--- src/rtl/spi_byte_master_pkg.sv ---
// Shared types and helpers for the SPI byte master.
// State encoding and default sizing live here.
package spi_byte_master_pkg;

    localparam int unsigned DEF_BYTE_WIDTH = 8;

    typedef enum logic [2:0] {
        ST_IDLE  = 3'd0,
        ST_LEAD  = 3'd1,
        ST_LOW   = 3'd2,
        ST_HIGH  = 3'd3,
        ST_TRAIL = 3'd4,
        ST_DONE  = 3'd5,
        ST_HOLD  = 3'd6
    } spi_state_e;

    // Counter width able to hold 0..v-1, never narrower than one bit.
    function automatic int unsigned cnt_width(input int unsigned v);
        return (v <= 2) ? 1 : $clog2(v);
    endfunction

endpackage

--- src/rtl/spi_phase_counter.sv ---
// Loadable down-counter that flags its terminal (zero) count.
// Reloaded by the master on every state change.
module spi_phase_counter
    import spi_byte_master_pkg::*;
#(
    parameter int unsigned W = 2
) (
    input  logic         clk,
    input  logic         reset,
    input  logic         load_i,
    input  logic [W-1:0] load_val_i,
    output logic         tc_o
);

    logic [W-1:0] cnt_q;
    logic [W-1:0] cnt_d;

    always_comb begin
        cnt_d = cnt_q;
        if (load_i) begin
            cnt_d = load_val_i;
        end else if (cnt_q != '0) begin
            cnt_d = cnt_q - 1'b1;
        end
    end

    always_ff @(posedge clk) begin
        if (reset) begin
            cnt_q <= '0;
        end else begin
            cnt_q <= cnt_d;
        end
    end

    assign tc_o = (cnt_q == '0);

endmodule

--- src/rtl/spi_byte_master.sv ---
// Mode-0, LSB-first SPI initiator moving one byte per handshake.
// All pins are registered from the next state, so they align with state_q.
module spi_byte_master
    import spi_byte_master_pkg::*;
#(
    parameter int unsigned BYTE_WIDTH = DEF_BYTE_WIDTH,
    parameter int unsigned CLK_DIV    = 2,
    parameter int unsigned GAP_CYCLES = 2
) (
    input  logic                  clk,
    input  logic                  reset,
    input  logic [BYTE_WIDTH-1:0] tx_data,
    input  logic                  tx_valid,
    output logic                  tx_ready,
    input  logic                  cs_hold,
    output logic [BYTE_WIDTH-1:0] rx_data,
    output logic                  rx_valid,
    output logic                  busy,
    output logic                  nss,
    output logic                  sck,
    output logic                  mosi,
    input  logic                  miso
);

    localparam int unsigned IW = cnt_width(BYTE_WIDTH);
    localparam int unsigned MAXPH = (CLK_DIV > GAP_CYCLES) ? CLK_DIV : GAP_CYCLES;
    localparam int unsigned PW = cnt_width(MAXPH);
    localparam logic [PW-1:0] DIV_LD = PW'(CLK_DIV - 1);
    localparam logic [PW-1:0] GAP_LD = PW'((GAP_CYCLES == 0) ? 0 : GAP_CYCLES - 1);
    localparam logic [IW-1:0] LAST_BIT = IW'(BYTE_WIDTH - 1);
    // With no guard cycles the LEAD/TRAIL phases are bypassed entirely.
    localparam spi_state_e FIRST_ST = spi_state_e'((GAP_CYCLES == 0) ? ST_LOW : ST_LEAD);
    localparam spi_state_e END_ST = spi_state_e'((GAP_CYCLES == 0) ? ST_DONE : ST_TRAIL);

    spi_state_e state_q;
    spi_state_e state_d;

    logic [BYTE_WIDTH-1:0] tx_q, tx_d;
    logic [BYTE_WIDTH-1:0] rx_sr_q, rx_sr_d;
    logic [BYTE_WIDTH-1:0] rx_data_q, rx_data_d;
    logic [IW-1:0] bit_q, bit_d;
    logic hold_q, hold_d;
    logic nss_q, nss_d;
    logic sck_q, sck_d;
    logic mosi_q, mosi_d;
    logic ready_q, ready_d;
    logic valid_q, valid_d;
    logic busy_q, busy_d;

    logic accept;
    logic ph_tc;
    logic ph_load;
    logic [PW-1:0] ph_val;

    assign accept = tx_valid && ready_q;
    assign ph_load = (state_d != state_q);
    assign ph_val = (state_d == ST_LEAD || state_d == ST_TRAIL) ? GAP_LD : DIV_LD;

    spi_phase_counter #(
        .W (PW)
    ) u_phase (
        .clk        (clk),
        .reset      (reset),
        .load_i     (ph_load),
        .load_val_i (ph_val),
        .tc_o       (ph_tc)
    );

    always_ff @(posedge clk) begin
        if (reset) begin
            state_q <= ST_IDLE;
        end else begin
            state_q <= state_d;
        end
    end

    always_comb begin
        state_d = state_q;
        unique case (state_q)
            ST_IDLE: begin
                if (accept) state_d = FIRST_ST;
            end
            ST_LEAD: begin
                if (ph_tc) state_d = ST_LOW;
            end
            ST_LOW: begin
                if (ph_tc) state_d = ST_HIGH;
            end
            ST_HIGH: begin
                if (ph_tc) state_d = (bit_q == LAST_BIT) ? END_ST : ST_LOW;
            end
            ST_TRAIL: begin
                if (ph_tc) state_d = ST_DONE;
            end
            ST_DONE: begin
                if (!hold_q) state_d = ST_IDLE;
                else if (accept) state_d = FIRST_ST;
                else state_d = ST_HOLD;
            end
            ST_HOLD: begin
                if (accept) state_d = FIRST_ST;
                else if (!tx_valid && !cs_hold) state_d = ST_IDLE;
            end
            default: state_d = ST_IDLE;
        endcase
    end

    always_comb begin
        tx_d = tx_q;
        hold_d = hold_q;
        bit_d = bit_q;
        rx_sr_d = rx_sr_q;
        rx_data_d = rx_data_q;
        if (accept) begin
            tx_d = tx_data;
            hold_d = cs_hold;
            bit_d = '0;
        end
        if (state_q == ST_HIGH && ph_tc && bit_q != LAST_BIT) begin
            bit_d = bit_q + 1'b1;
        end
        // Capture on the edge that raises sck, matching the slave's sample point.
        if (state_q == ST_LOW && ph_tc) begin
            rx_sr_d[bit_q] = miso;
        end
        if (state_d == ST_DONE) begin
            rx_data_d = rx_sr_q;
        end

        nss_d = 1'b0;
        sck_d = 1'b0;
        mosi_d = mosi_q;
        ready_d = 1'b0;
        valid_d = 1'b0;
        busy_d = 1'b1;
        unique case (state_d)
            ST_IDLE: begin
                nss_d = 1'b1;
                mosi_d = 1'b0;
                ready_d = 1'b1;
                busy_d = 1'b0;
            end
            ST_LEAD, ST_LOW: mosi_d = tx_d[bit_d];
            ST_HIGH: sck_d = 1'b1;
            ST_TRAIL: ;
            ST_DONE: begin
                valid_d = 1'b1;
                nss_d = !hold_d;
                ready_d = hold_d;
            end
            ST_HOLD: begin
                ready_d = 1'b1;
                busy_d = 1'b0;
            end
            default: ;
        endcase
    end

    always_ff @(posedge clk) begin
        if (reset) begin
            tx_q <= '0;
            rx_sr_q <= '0;
            rx_data_q <= '0;
            bit_q <= '0;
            hold_q <= 1'b0;
            nss_q <= 1'b1;
            sck_q <= 1'b0;
            mosi_q <= 1'b0;
            ready_q <= 1'b1;
            valid_q <= 1'b0;
            busy_q <= 1'b0;
        end else begin
            tx_q <= tx_d;
            rx_sr_q <= rx_sr_d;
            rx_data_q <= rx_data_d;
            bit_q <= bit_d;
            hold_q <= hold_d;
            nss_q <= nss_d;
            sck_q <= sck_d;
            mosi_q <= mosi_d;
            ready_q <= ready_d;
            valid_q <= valid_d;
            busy_q <= busy_d;
        end
    end

    assign tx_ready = ready_q;
    assign rx_data = rx_data_q;
    assign rx_valid = valid_q;
    assign busy = busy_q;
    assign nss = nss_q;
    assign sck = sck_q;
    assign mosi = mosi_q;

endmodule

--- config.mk ---
export PLATFORM = sky130hd
export DESIGN_NAME = spi_byte_master
export DESIGN_NICKNAME = d
export VERILOG_FILES = /design/src/rtl/spi_byte_master_pkg.sv /design/src/rtl/spi_phase_counter.sv /design/src/rtl/spi_byte_master.sv
export SDC_FILE = /design/constraint.sdc
export NUM_CORES = 1
export LEC_CHECK = 0
export ABC_AREA = 1
export CORE_AREA = 2 2 62 78
export DETAILED_ROUTE_END_ITERATION = 7
export DIE_AREA = 0 0 64 80
export GPL_ROUTABILITY_DRIVEN = 0
export SKIP_CTS_REPAIR_TIMING = 1
export SLEW_MARGIN = 20
export SYNTH_ARGS = -nofsm -noshare
export SYNTH_HDL_FRONTEND = slang
export SYNTH_SLANG_ARGS = --single-unit
--- constraint.sdc ---
create_clock -name clk -period 4.61 [get_ports clk]
set_input_delay 0.6915 -clock clk [delete_from_list [all_inputs] [get_ports clk]]
set_output_delay 0.6915 -clock clk [all_outputs]
set_load 0.005 [all_outputs]
# ---- Word level (Yosys, flattened, before mapping)
# Cells that the tools add are included.
dict set report word_totals {
  output_inout_bits 14
  ff_bits 38
}
dict set report op_classes {
  mux 28
  n_addsub 2
  n_eq_ne 14
  reduce_logical 14
  magnitude_cmp 3
  bitwise 1
}
# operator n
set op_table {}
lappend op_table {{3-bit two-way mux} 12}
lappend op_table {{3-bit case mux with 7 select lines} 1}
lappend op_table {{3-bit equality test, second input constant} 6}
lappend op_table {{3-bit by 2-bit equality test with 1-bit output, second input constant} 4}
lappend op_table {{8-bit bitwise mux} 1}
lappend op_table {{3-bit by 4-bit less-than comparator with 1-bit output, second input constant} 2}
lappend op_table {{1-bit two-way mux} 8}
lappend op_table {{8-bit two-way mux} 1}
lappend op_table {{3-bit by 1-bit equality test with 1-bit output, second input constant} 2}
lappend op_table {{1-bit logical AND} 6}
lappend op_table {{3-bit logical NOT} 2}
lappend op_table {{1-bit case mux with 2 select lines} 3}
lappend op_table {{2-bit OR reduction} 2}
lappend op_table {{3-bit by 1-bit adder with 3-bit output, second input constant} 1}
lappend op_table {{1-bit binary-select mux with 3-bit select} 1}
lappend op_table {{1-bit demux with 3-bit select} 1}
lappend op_table {{3-bit by 1-bit greater-or-equal comparator with 1-bit output, second input constant} 1}
lappend op_table {{1-bit logical NOT} 3}
lappend op_table {{3-bit != test} 1}
lappend op_table {{3-bit != test, second input constant} 1}
lappend op_table {{2-bit nonzero test} 1}
lappend op_table {{1-bit inverter} 1}
lappend op_table {{1-bit subtractor, second input constant} 1}

# ---- Logic depth before layout (Yosys ltp)
# Gate-level depths: netlist of run 1.
dict set report logic_depth {
  word_depth 8
  depth_mapped 15
  mapped_depth_nobuf 15
}

# ---- By module
# Synthesis of run 1 repeated with hierarchy kept, for this count alone.
dict set report hier_totals {
  hier_cells 273
  area_unflattened_um2 1964.4
}
# mod cells_per_inst seq_area_each_um2 n_inst area_per_inst_um2
set by_module_without_submodules {}
lappend by_module_without_submodules {spi_byte_master 269 740.7 1 1930.6}
lappend by_module_without_submodules {spi_phase_counter 4 20.0 1 33.8}

# ---- Least setup slack after synthesis of run 1
# No wires, ideal clock.
dict set report synth_path {
  kind {reg2reg}
  startpoint {reg bit_q[0]}
  endpoint {reg mosi_q (netlist: mosi)}
  period_less_slack_ns 1.697
  stages_incl_launch_ff 13
  arrival_ns 1.583
  t_required_ns 4.496
  path_slack_ns 2.913
  cell_sequence {dfxtp_1 -> ha_1 -> ha_1 -> nor2_2 -> nand2_4 -> nand2_4 -> nand2_4 -> nand2_1 -> nand2_1 -> nor2_1 -> nor2_1 -> nor2_1 -> nor2_2}
}
dict set report synth_via {
  elab_chain_cells 7
}
# item line_no
set synth_lines {}
lappend synth_lines {{from (decl)} spi_byte_master.sv:41} ;# logic [IW-1:0] bit_q, bit_d;
lappend synth_lines {{from (signal assigned)} spi_byte_master.sv:176} ;# bit_q <= bit_d;
lappend synth_lines {{3-bit equality test} spi_byte_master.sv:90} ;# if (ph_tc) state_d = (bit_q == LAST_BIT) ? END_ST : ST_LOW;
lappend synth_lines {{3-bit two-way mux (2 in series)} spi_byte_master.sv:90}
lappend synth_lines {{3-bit case mux with 7 select lines} spi_byte_master.sv:79} ;# unique case (state_q)
lappend synth_lines {{3-bit by 1-bit equality test with 1-bit output or 3-bit by 2-bit equality test with 1-bit output (tied branches)} spi_byte_master.sv:136} ;# unique case (state_d)
lappend synth_lines {{2-bit OR reduction} spi_byte_master.sv:136}
lappend synth_lines {{1-bit case mux with 2 select lines or 2-bit nonzero test (tied branches)} n/a}
lappend synth_lines {{to (signal assigned)} spi_byte_master.sv:180} ;# mosi_q <= mosi_d;
lappend synth_lines {{to (decl)} spi_byte_master.sv:45} ;# logic mosi_q, mosi_d;
# Several ways; a longest one is shown, not always the timed one. The select of a mux whose other input is x is not followed.
# A chain may end at the register's enable or synchronous reset.

# ---- Worst setup path in the final report of run 1
dict set report layout_path {
  startpoint {in tx_valid}
  endpoint {reg mosi_q (netlist: mosi)}
}
dict set report layout_via {
  elab_chain_cells 8
}
# item line_no
set layout_lines {}
lappend layout_lines {{from (decl)} spi_byte_master.sv:13} ;# input logic tx_valid,
lappend layout_lines {{1-bit logical NOT} spi_byte_master.sv:102} ;# else if (!tx_valid && !cs_hold) state_d = ST_IDLE;
lappend layout_lines {{1-bit logical AND} spi_byte_master.sv:102}
lappend layout_lines {{3-bit two-way mux} spi_byte_master.sv:102}
lappend layout_lines {{3-bit two-way mux} spi_byte_master.sv:101} ;# if (accept) state_d = FIRST_ST;
lappend layout_lines {{3-bit case mux with 7 select lines} spi_byte_master.sv:79}
lappend layout_lines {{3-bit by 1-bit equality test with 1-bit output or 3-bit by 2-bit equality test with 1-bit output (tied branches)} spi_byte_master.sv:136}
lappend layout_lines {{2-bit OR reduction} spi_byte_master.sv:136}
lappend layout_lines {{1-bit case mux with 2 select lines or 2-bit nonzero test (tied branches)} n/a}
# Several ways; a longest one is shown, not always the timed one. The select of a mux whose other input is x is not followed.

==> results.md, run 1 <==
- Antenna Cells: 0
- Layout area overhead: 21.5%
- Clock Power Share: 27.3%
- Leakage: 0.00101 µW
- Synth warnings: 0
- Drt initial violations: 138
- Routed Antenna Nets: 0
- Max Freq: 383 MHz
- Die Wd: 64 µm
- Max Cap Viol: 0
- CP Data Arrival Time: 2800 ps
- Initial Util: 42.7%
- Synthesized flop and latch total: 38
- Setup crit start kind: input pin
- Residual DRC count: 0
- Post-synth ARST share: 0%
- Commonest cells post-synth: nand2_1, nor2_1, dfxtp_1
- Top cell type by total area after synthesis: dfxtp_1
- Top-area cell type share of the netlist area: 40.9%
- Clk_lat worst skew: 290 ps
- Final-report hold violation count: 0
- Number of synthesized flops with an enable pin: 0
- Vias post-DR: 1,652
- Critical path class: input pin to flip-flop
- Post-Syn Instances: 266
- RR Endpoint: rx_data[1]
- Fillers: 434
- Seq/Total Area, Yosys: 40.9%
- Origin of the worst setup path: tx_valid
- Gate power share: 35.1%
- Worst EP required: 4800 ps
- Worst r2r src: state_q[0]
- Clk_skew: 5.47 ps
- Core area: 4360 µm²
- Global-route wire length before repair: 7.09 mm
- Die area: 5120 µm²
- Total length of routed wires: 4.02 mm
- Setup ws final: 2000 ps
- Total GRT Usage: 17.7%
- CTS tree: yes
- Crit path max fanout: 12
- Clock root cell: clkbuf_8
- Most frequent cell after synthesis: nand2_1
- Initial antenna violation count: 0
- Post-Syn Nets: 281
- DR pass1 iterations: 4
- Sw frac: 35.5%
- Hpwl dp: 2.92 mm
- Reg2reg path depth: 6
- Vias in the first global route: 1,580
- Share of cells above drive strength 1: 12.8%
- Worst Max-Slew Pin Slew: 1020 ps
- Pwr Density: 474 nW/µm²
- Chip Height: 80 µm
- Unrepaired setup endpoints after global routing: false
- Seq pwr share: 37.6%
- WL per Instance: 11.5 µm
- Synth Cell Area: 1860 µm²
- Critical Path End Type: flip-flop
- CTS buffer count: 5
- Final setup TNS: 0 ps
- Min-delay worst type: flip-flop to flip-flop
- Max-slew violation count: 0
- Area of the multi-input gates: 952 µm²
- Internal cell power: 690 µW
- Final setup fails: 0
- Max_slew headroom: 31.9%
- Clock buffer depth: 2
- Critical Path End: mosi
- Switch Pwr: 380 µW
- Placed Cells: 341
- Worst IR drop on VDD: 0.199 mV
- Worst-path clk slew: 70 ps
- Nets: 305
- Fin cells: 348
- Fin crit period: 2610 ps
- R2r setup slk: 2480 ps
- Synth cell types: 28
- Post-route cell area: 2260 µm²
- Synth top area cells: dfxtp_1, nand2_1, nor2_1, nand3_1, o21ai_0
- Final cycle utilization of the critical path: 56.6%
- Register area: 761 µm²
- Top_reg_cell synth: dfxtp_1
- # H-tree levels: 2
- Worst slack at placement: 1680 ps
- Vias/cell: 4.75
- Syn avg cell area: 6.99 µm²
- Clock sinks: 38
- Placement Cell Area: 2150 µm²
- # port buffers: 26
- Status: complete, no violations
- Ports: 27
- Row count: 27
- Pin count of the biggest net entering global routing: 28
- Gr ovfl total: 0
[logic make-up (layout without fill, tap and decap cells)]
family          count (synthesis)  after routing  share of synthesized area [%]
compound gates                 38             38                           10.9
buf+inv                        36             60                           7.87
simple gates                  150            150                           38.0
mux                             1              1                          0.538
xor+xnor                        1              1                          0.471
flops                          38             38                           40.9
fa+ha+maj                       2              2                           1.35
[worst max-delay path, cell delays in order]
cell and delay (ps):
clkdlybuf4s50_1 510, nand2_1 290, inv_1 410, nor2_1 100, nand2_1 90, nand2_2 90
nor2_2 210, nand3_1 160, nand2_1 90, nand2_1 50, nand2_1 60, nor2_2 40
[through the flow]
stage / total power [µW] / hold slack [ps] / utilization (%)
floorplan: 693 / 448 / -
global placement: 788 / 461 / 49.3
detailed placement: 789 / 466 / 49.3
CTS: 1080 / 478 / 51.9
global route: 1160 / 499 / 51.9
finish: 1070 / 478 / 51.9
[worst min-delay path by stage]
stage / startpoint / endpoint / slack (ps) / cells past startpoint
2_1_floorplan: rx_sr_q[0] / rx_data[0] / 450 / 2
3_3_place_gp: tx_q[4] / tx_q[4] / 460 / 2
3_5_place_dp: rx_sr_q[1] / rx_data[1] / 470 / 2
4_1_cts: rx_sr_q[6] / rx_sr_q[6] / 480 / 2
5_1_grt: tx_q[4] / tx_q[4] / 500 / 2
6_report: tx_q[5] / tx_q[5] / 480 / 2
[flip-flops by register name, summed over array words and instances (netlist names)]
register	count
rx_sr_q	8
bit_q	3
tx_q	8
hold_q	1
nss	1
sck	1
busy	1
tx_ready	1
rx_data	8
u_phase.cnt_q	1
rx_valid	1
state_q	3
mosi	1
[cell type report]
type                       count  area share (%)
inverter                      27            4.49
sequential                    38            33.7
clock buffer                   6            3.65
multi-input combinational    192            42.1
clock inverter                 1            1.33
timing repair buffer          26            11.5
tap                           58            3.21
[power groups by stage]
stage	Clock (µW)	Sequential, µW	Combinational [µW]
finish	292	403	376
global route	318	410	429
CTS	298	403	380
detailed placement	0	411	378
global placement	0	412	376
floorplan	0	400	293
[cell usage in the layout (no fill, tap or decap)]
master / instances
inv_1: 19
nand4_1: 1
nor3_1: 1
inv_2: 6
a21oi_1: 16
o21ai_1: 1
nand3b_1: 1
ha_1: 2
o21ai_0: 17
mux2i_1: 1
clkdlybuf4s50_1: 26
a21oi_2: 1
xor2_1: 1
nand2_2: 4
nand3_4: 1
clkbuf_8: 6
nor2_4: 4
nand3_1: 26
dfxtp_1: 38
nor2_2: 8
nand3_2: 1
nand2_4: 3
clkinv_1: 2
nand2_1: 58
bufinv_16: 1
o21ai_2: 2
a31oi_1: 1
nor2_1: 42
[routing by layer]
| metal | track usage, % | vias to the layer above | wire length, µm |
|---|---|---|---|
| met5 | 0 | - | 0 |
| met4 | 7.61 | 0 | 69 |
| met3 | 5.22 | 9 | 183 |
| met2 | 29.5 | 33 | 1900 |
| met1 | 20.9 | 718 | 1860 |
| li1 | - | 892 | - |
(Power assumes the default switching activity.)
==> inputs of run 2 (changes only) <==
- clock period: 4.61 -> 2.6 ns (I/O delays scaled with it)
==> run 2 against run 1 <==
Combinational power rose by 81%. Hold slack lost 4.7 ps. Sequential share of layout area is 0.87 points lower. Core utilization increased by 1.4 points. Clock power increased by 110%. Non-clock buffer count increased by 4. Clock skew increased by 1.4 ps. Global-route usage grew 0.24 points. Sequential cell count is the same. Final cell count increased by 1.4%. First-iteration DRC count fell by 62%. Setup slack worse by 1300 ps. Critical endpoint unchanged.
==> results.md, run 2 (synthesis results as in run 1) <==
- R2r setup slk: 710 ps
- Crit path max fanout: 5
- CP max stage delay: 380 ps
- Worst slack at placement: 534 ps
- Pwr Density: 867 nW/µm²
- Drt initial violations: 52
- Clock Power Share: 30.6%
- WP depth: 10
- Commonest non-fill, non-tap cell in the layout: nand2_1
- Layout area overhead: 24.8%
- Unrepaired setup endpoints after global routing: false
- CTS buffer count: 5
- Initial antenna violation count: 0
- Clock sinks: 38
- HP Start: tx_q[2]
- Post-layout power: 2010 µW
- Max-slew violation count: 0
- Worst hold endpoint: tx_q[2]
- Residual DRC count: 0
- # H-tree levels: 2
- Share of cells above drive strength 1: 14.2%
- Final cycle utilization of the critical path: 72.7%
- # port buffers: 26
- CTS tree: yes
- Initial Util: 42.7%
- Pin count of the biggest net entering global routing: 27
- Register area: 761 µm²
- Min-Delay Path Depth: 2
- Status: complete, no violations
- Critical Path End Type: flip-flop
- Seq pwr share: 35.6%
- Final setup fails: 0
- Total GRT Usage: 17.9%
- Clk_skew: 6.90 ps
- Die area: 5120 µm²
- Antenna Cells: 0
- Sw frac: 33.5%
- Ports: 27
- Global-route wire length before repair: 7.24 mm
- Die Wd: 64 µm
- Clk_lat worst skew: 290 ps
- Gr ovfl total: 0
- Reg2reg path depth: 10
- Critical path, cell by cell: ha_1 > ha_1 > nor2_2 > nand2_4 > o21ai_1 > inv_1 > nand3_1 > nand2_1 > nor2_1 > nor2_2
- Max_slew headroom: 78.0%
- Worst r2r src: bit_q[0]
- Critical path class: flip-flop to flip-flop
- Worst IR drop on VDD: 0.515 mV
- Vias/cell: 4.76
- Clock buffer depth: 2
- Slowest stage cell on the critical path: dfxtp_1
- Core area: 4360 µm²
- Chip Height: 80 µm
- Switch Pwr: 674 µW
- Vias post-DR: 1,681
- Nets: 309
- Max Freq: 529 MHz
- CP Data Arrival Time: 2090 ps
- Post-Route Utilization: 53.2%
- Worst EP required: 2790 ps
- Fin crit period: 1890 ps
- Row count: 27
- Setup ws final: 709 ps
- Top cell family by delay on the critical path: simple AND/OR/NAND/NOR gates
- Vias in the first global route: 1,689
- Leading cell types in the layout, fill and taps excluded: nand2_1, nor2_1, dfxtp_1
- Crit path buf inv count: 1
- Worst Max-Slew Pin Slew: 330 ps
- Final-report hold violation count: 0
- DR pass1 iterations: 4
- Area of the multi-input gates: 952 µm²
- Min-delay worst type: flip-flop to flip-flop
- Placement Cell Area: 2180 µm²
- Max Cap Viol: 0
- Total length of routed wires: 3.94 mm
- Hpwl dp: 2.86 mm
- Fillers: 431
- Worst-path clk slew: 70 ps
- Clock root cell: clkbuf_8
- WL per Instance: 11.2 µm
- RR Endpoint: mosi
- Leakage: 0.00105 µW
- Post-route cell area: 2320 µm²
- Setup crit start kind: flip-flop
- Gate power share: 33.8%
- Routed Antenna Nets: 0
- Final setup TNS: 0 ps
- Internal cell power: 1340 µW
[run 2: routing by layer]
metal  vias to the layer above  routed length (µm)  global-route usage [%]
li1                        899                   -                       -
met1                       753                1850                    21.5
met2                        24                1910                    30.5
met3                         5                 113                    3.95
met4                         0                  62                    7.61
met5                         -                   0                       0
[run 2: per-stage QoR]
step                instances  hold WS (ps)
global placement          345           459
detailed placement        345           463
CTS                       353           474
floorplan                 266           448
finish                    353           473
global route              353           499
[run 2: layout make-up]
class                   instances  share of cell area (%)
multi-input cells             192                    41.0
flip-flops and latches         38                    32.8
repair buffers                 30                    12.5
inverters                      27                    4.37
clock buffers                   6                    3.56
well taps                      58                    3.13
clock inverters                 2                    2.59
[run 2: how the worst max path moves through the flow]
stage                  start   end  slack [ps]
global route        bit_q[0]  mosi         500
global placement    tx_valid  mosi         570
finish              bit_q[0]  mosi         710
floorplan           bit_q[0]  mosi         900
detailed placement  tx_valid  mosi         530
CTS                 bit_q[0]  mosi         700
[run 2: worst min-delay path, delay by kind of cell (launching register included)]
kind / cells / cell delay, ps
AOI/OAI and AO/OA: 1 / 60
DFF: 1 / 300
and+or+nand+nor: 1 / 70
[run 2: power groups by stage]
| stage | combinational [µW] | clock (µW) | sequential (µW) |
|---|---|---|---|
| floorplan | 520 | 0 | 709 |
| global placement | 683 | 0 | 730 |
| detailed placement | 681 | 0 | 729 |
| CTS | 684 | 633 | 715 |
| global route | 792 | 659 | 725 |
| finish | 680 | 616 | 716 |
==> inputs of run 3 (changes only) <==
- clock period: 2.6 -> 1.74 ns (I/O delays scaled with it)
==> run 3 against run 2 <==
Fmax up 14%. Hold slack worse by 0.51 ps. Total power up 64%. Sequential power up 48%. Critical path type unchanged. Critical endpoint unchanged.
==> results.md, run 3 (synthesis results as in run 1) <==
- CTS tree: yes
- Clock root cell: clkbuf_8
- Initial antenna violation count: 0
- Final setup fails: 0
- CP Data Arrival Time: 1850 ps
- Residual DRC count: 0
- Gr ovfl total: 0
- Area of the multi-input gates: 1030 µm²
- Antenna Cells: 0
- Final-report hold violation count: 0
- Row count: 27
- Min-delay worst type: flip-flop to flip-flop
- Critical Path End Type: flip-flop
- DR pass1 iterations: 4
- Pin count of the biggest net entering global routing: 27
- Placed Cells: 360
- Ports: 27
- Nets: 325
- Critical path class: flip-flop to flip-flop
- Chip Height: 80 µm
- Commonest non-fill, non-tap cell in the layout: nand2_1
- Leakage: 0.00113 µW
- Global-route wire length before repair: 7.00 mm
- Layout area overhead: 37.3%
- Total length of routed wires: 4.14 mm
- # port buffers: 26
- Max_slew headroom: 77.6%
- Setup ws final: 76.1 ps
- Clock sinks: 38
- Initial Util: 42.7%
- Vias post-DR: 1,746
- Status: complete, no violations
- # H-tree levels: 2
- Crit path max fanout: 5
- Fin crit period: 1660 ps
- Clk_skew: 3.37 ps
- Clk_lat worst skew: 290 ps
- Vias in the first global route: 1,625
- Final cycle utilization of the critical path: 95.6%
- Register area: 764 µm²
- Total GRT Usage: 17.7%
- Max Freq: 601 MHz
- Worst Max-Slew Pin Slew: 335 ps
- CTS buffer count: 5
- WL per Instance: 11.2 µm
- Drt initial violations: 34
- Die area: 5120 µm²
- Setup crit start kind: flip-flop
- Vias/cell: 4.73
- Max-slew violation count: 0
- Max Cap Viol: 0
- Final setup TNS: 0 ps
- Routed Antenna Nets: 0
- Worst EP required: 1930 ps
- Share of cells above drive strength 1: 23.5%
- Core area: 4360 µm²
- Fillers: 417
- Worst-path clk slew: 70 ps
- Clock buffer depth: 2
- Worst slack at placement: -166 ps
- Hpwl dp: 3.03 mm
- Leading cell types in the layout, fill and taps excluded: nand2_1, nor2_1, dfxtp_1
- Fin cells: 369
- Pwr Density: 1290 nW/µm²
- Die Wd: 64 µm
- Unrepaired setup endpoints after global routing: true
- Worst IR drop on VDD: 0.639 mV
==> run 3: cell count changes in the layout (fill, tap and decap cells not counted), sizes merged <==
cell      change
buf          +16
clkinv        -1
clkinvlp      +1
==> run 3: final timing paths <==
check | from | end | slack, ps | depth (start not counted)
max | bit_q[0] | mosi | 80 | 13
min | tx_q[4] | tx_q[4] | 470 | 2
max reg2reg | bit_q[0] | mosi | 80 | 13
min reg2reg | tx_q[4] | tx_q[4] | 470 | 2
==> run 3: final cells by class <==
type	instances	share of cell area [%]
Multi-Input combinational cell	192	40.3
Sequential cell	38	30.0
Timing Repair Buffer	46	17.2
Inverter	27	4.12
Clock buffer	6	3.24
Tap cell	58	2.84
Clock inverter	2	2.35
==> run 3: metrics by stage <==
stage                     hold slack [ps]  cell area, µm²  power (µW)  utilization [%]
after global routing                  491            2550        3520             58.6
after global placement                459            2310        2290             53.1
after detailed placement              465            2310        2290             53.1
after CTS                             476            2460        3220             56.4
after floorplan                       424            1860        1840                -
final                                 473            2550        3290             58.6
==> run 3: routing by layer <==
| layer | up-vias | part of all wire, % | wire length, µm | global-route usage, % |
|---|---|---|---|---|
| li1 | 934 | - | - | - |
| met1 | 770 | 45 | 1870 | 20.9 |
| met2 | 32 | 49 | 2020 | 30.6 |
| met3 | 10 | 3.4 | 140 | 3.95 |
| met4 | 0 | 2.9 | 121 | 7.17 |
| met5 | - | 0 | 0 | 0 |
==> run 3: critical path: stages, from the launching register on <==
cell and delay (ps):
dfxtp_2 340, ha_4 160, ha_4 160, nor2_4 100, buf_6 140, nand2_8 70
nand2_4 100, nand2_4 70, nand2_2 90, nand3_2 70, nand3_2 80, nand2_2 60
nor2_4 100, nor2_2 30
==> run 3: power by group <==
part	switching [µW]	internal (µW)	leakage, µW
clock	307	611	0.0000714
combinational	710	602	0.000750
sequential	79.4	982	0.000311
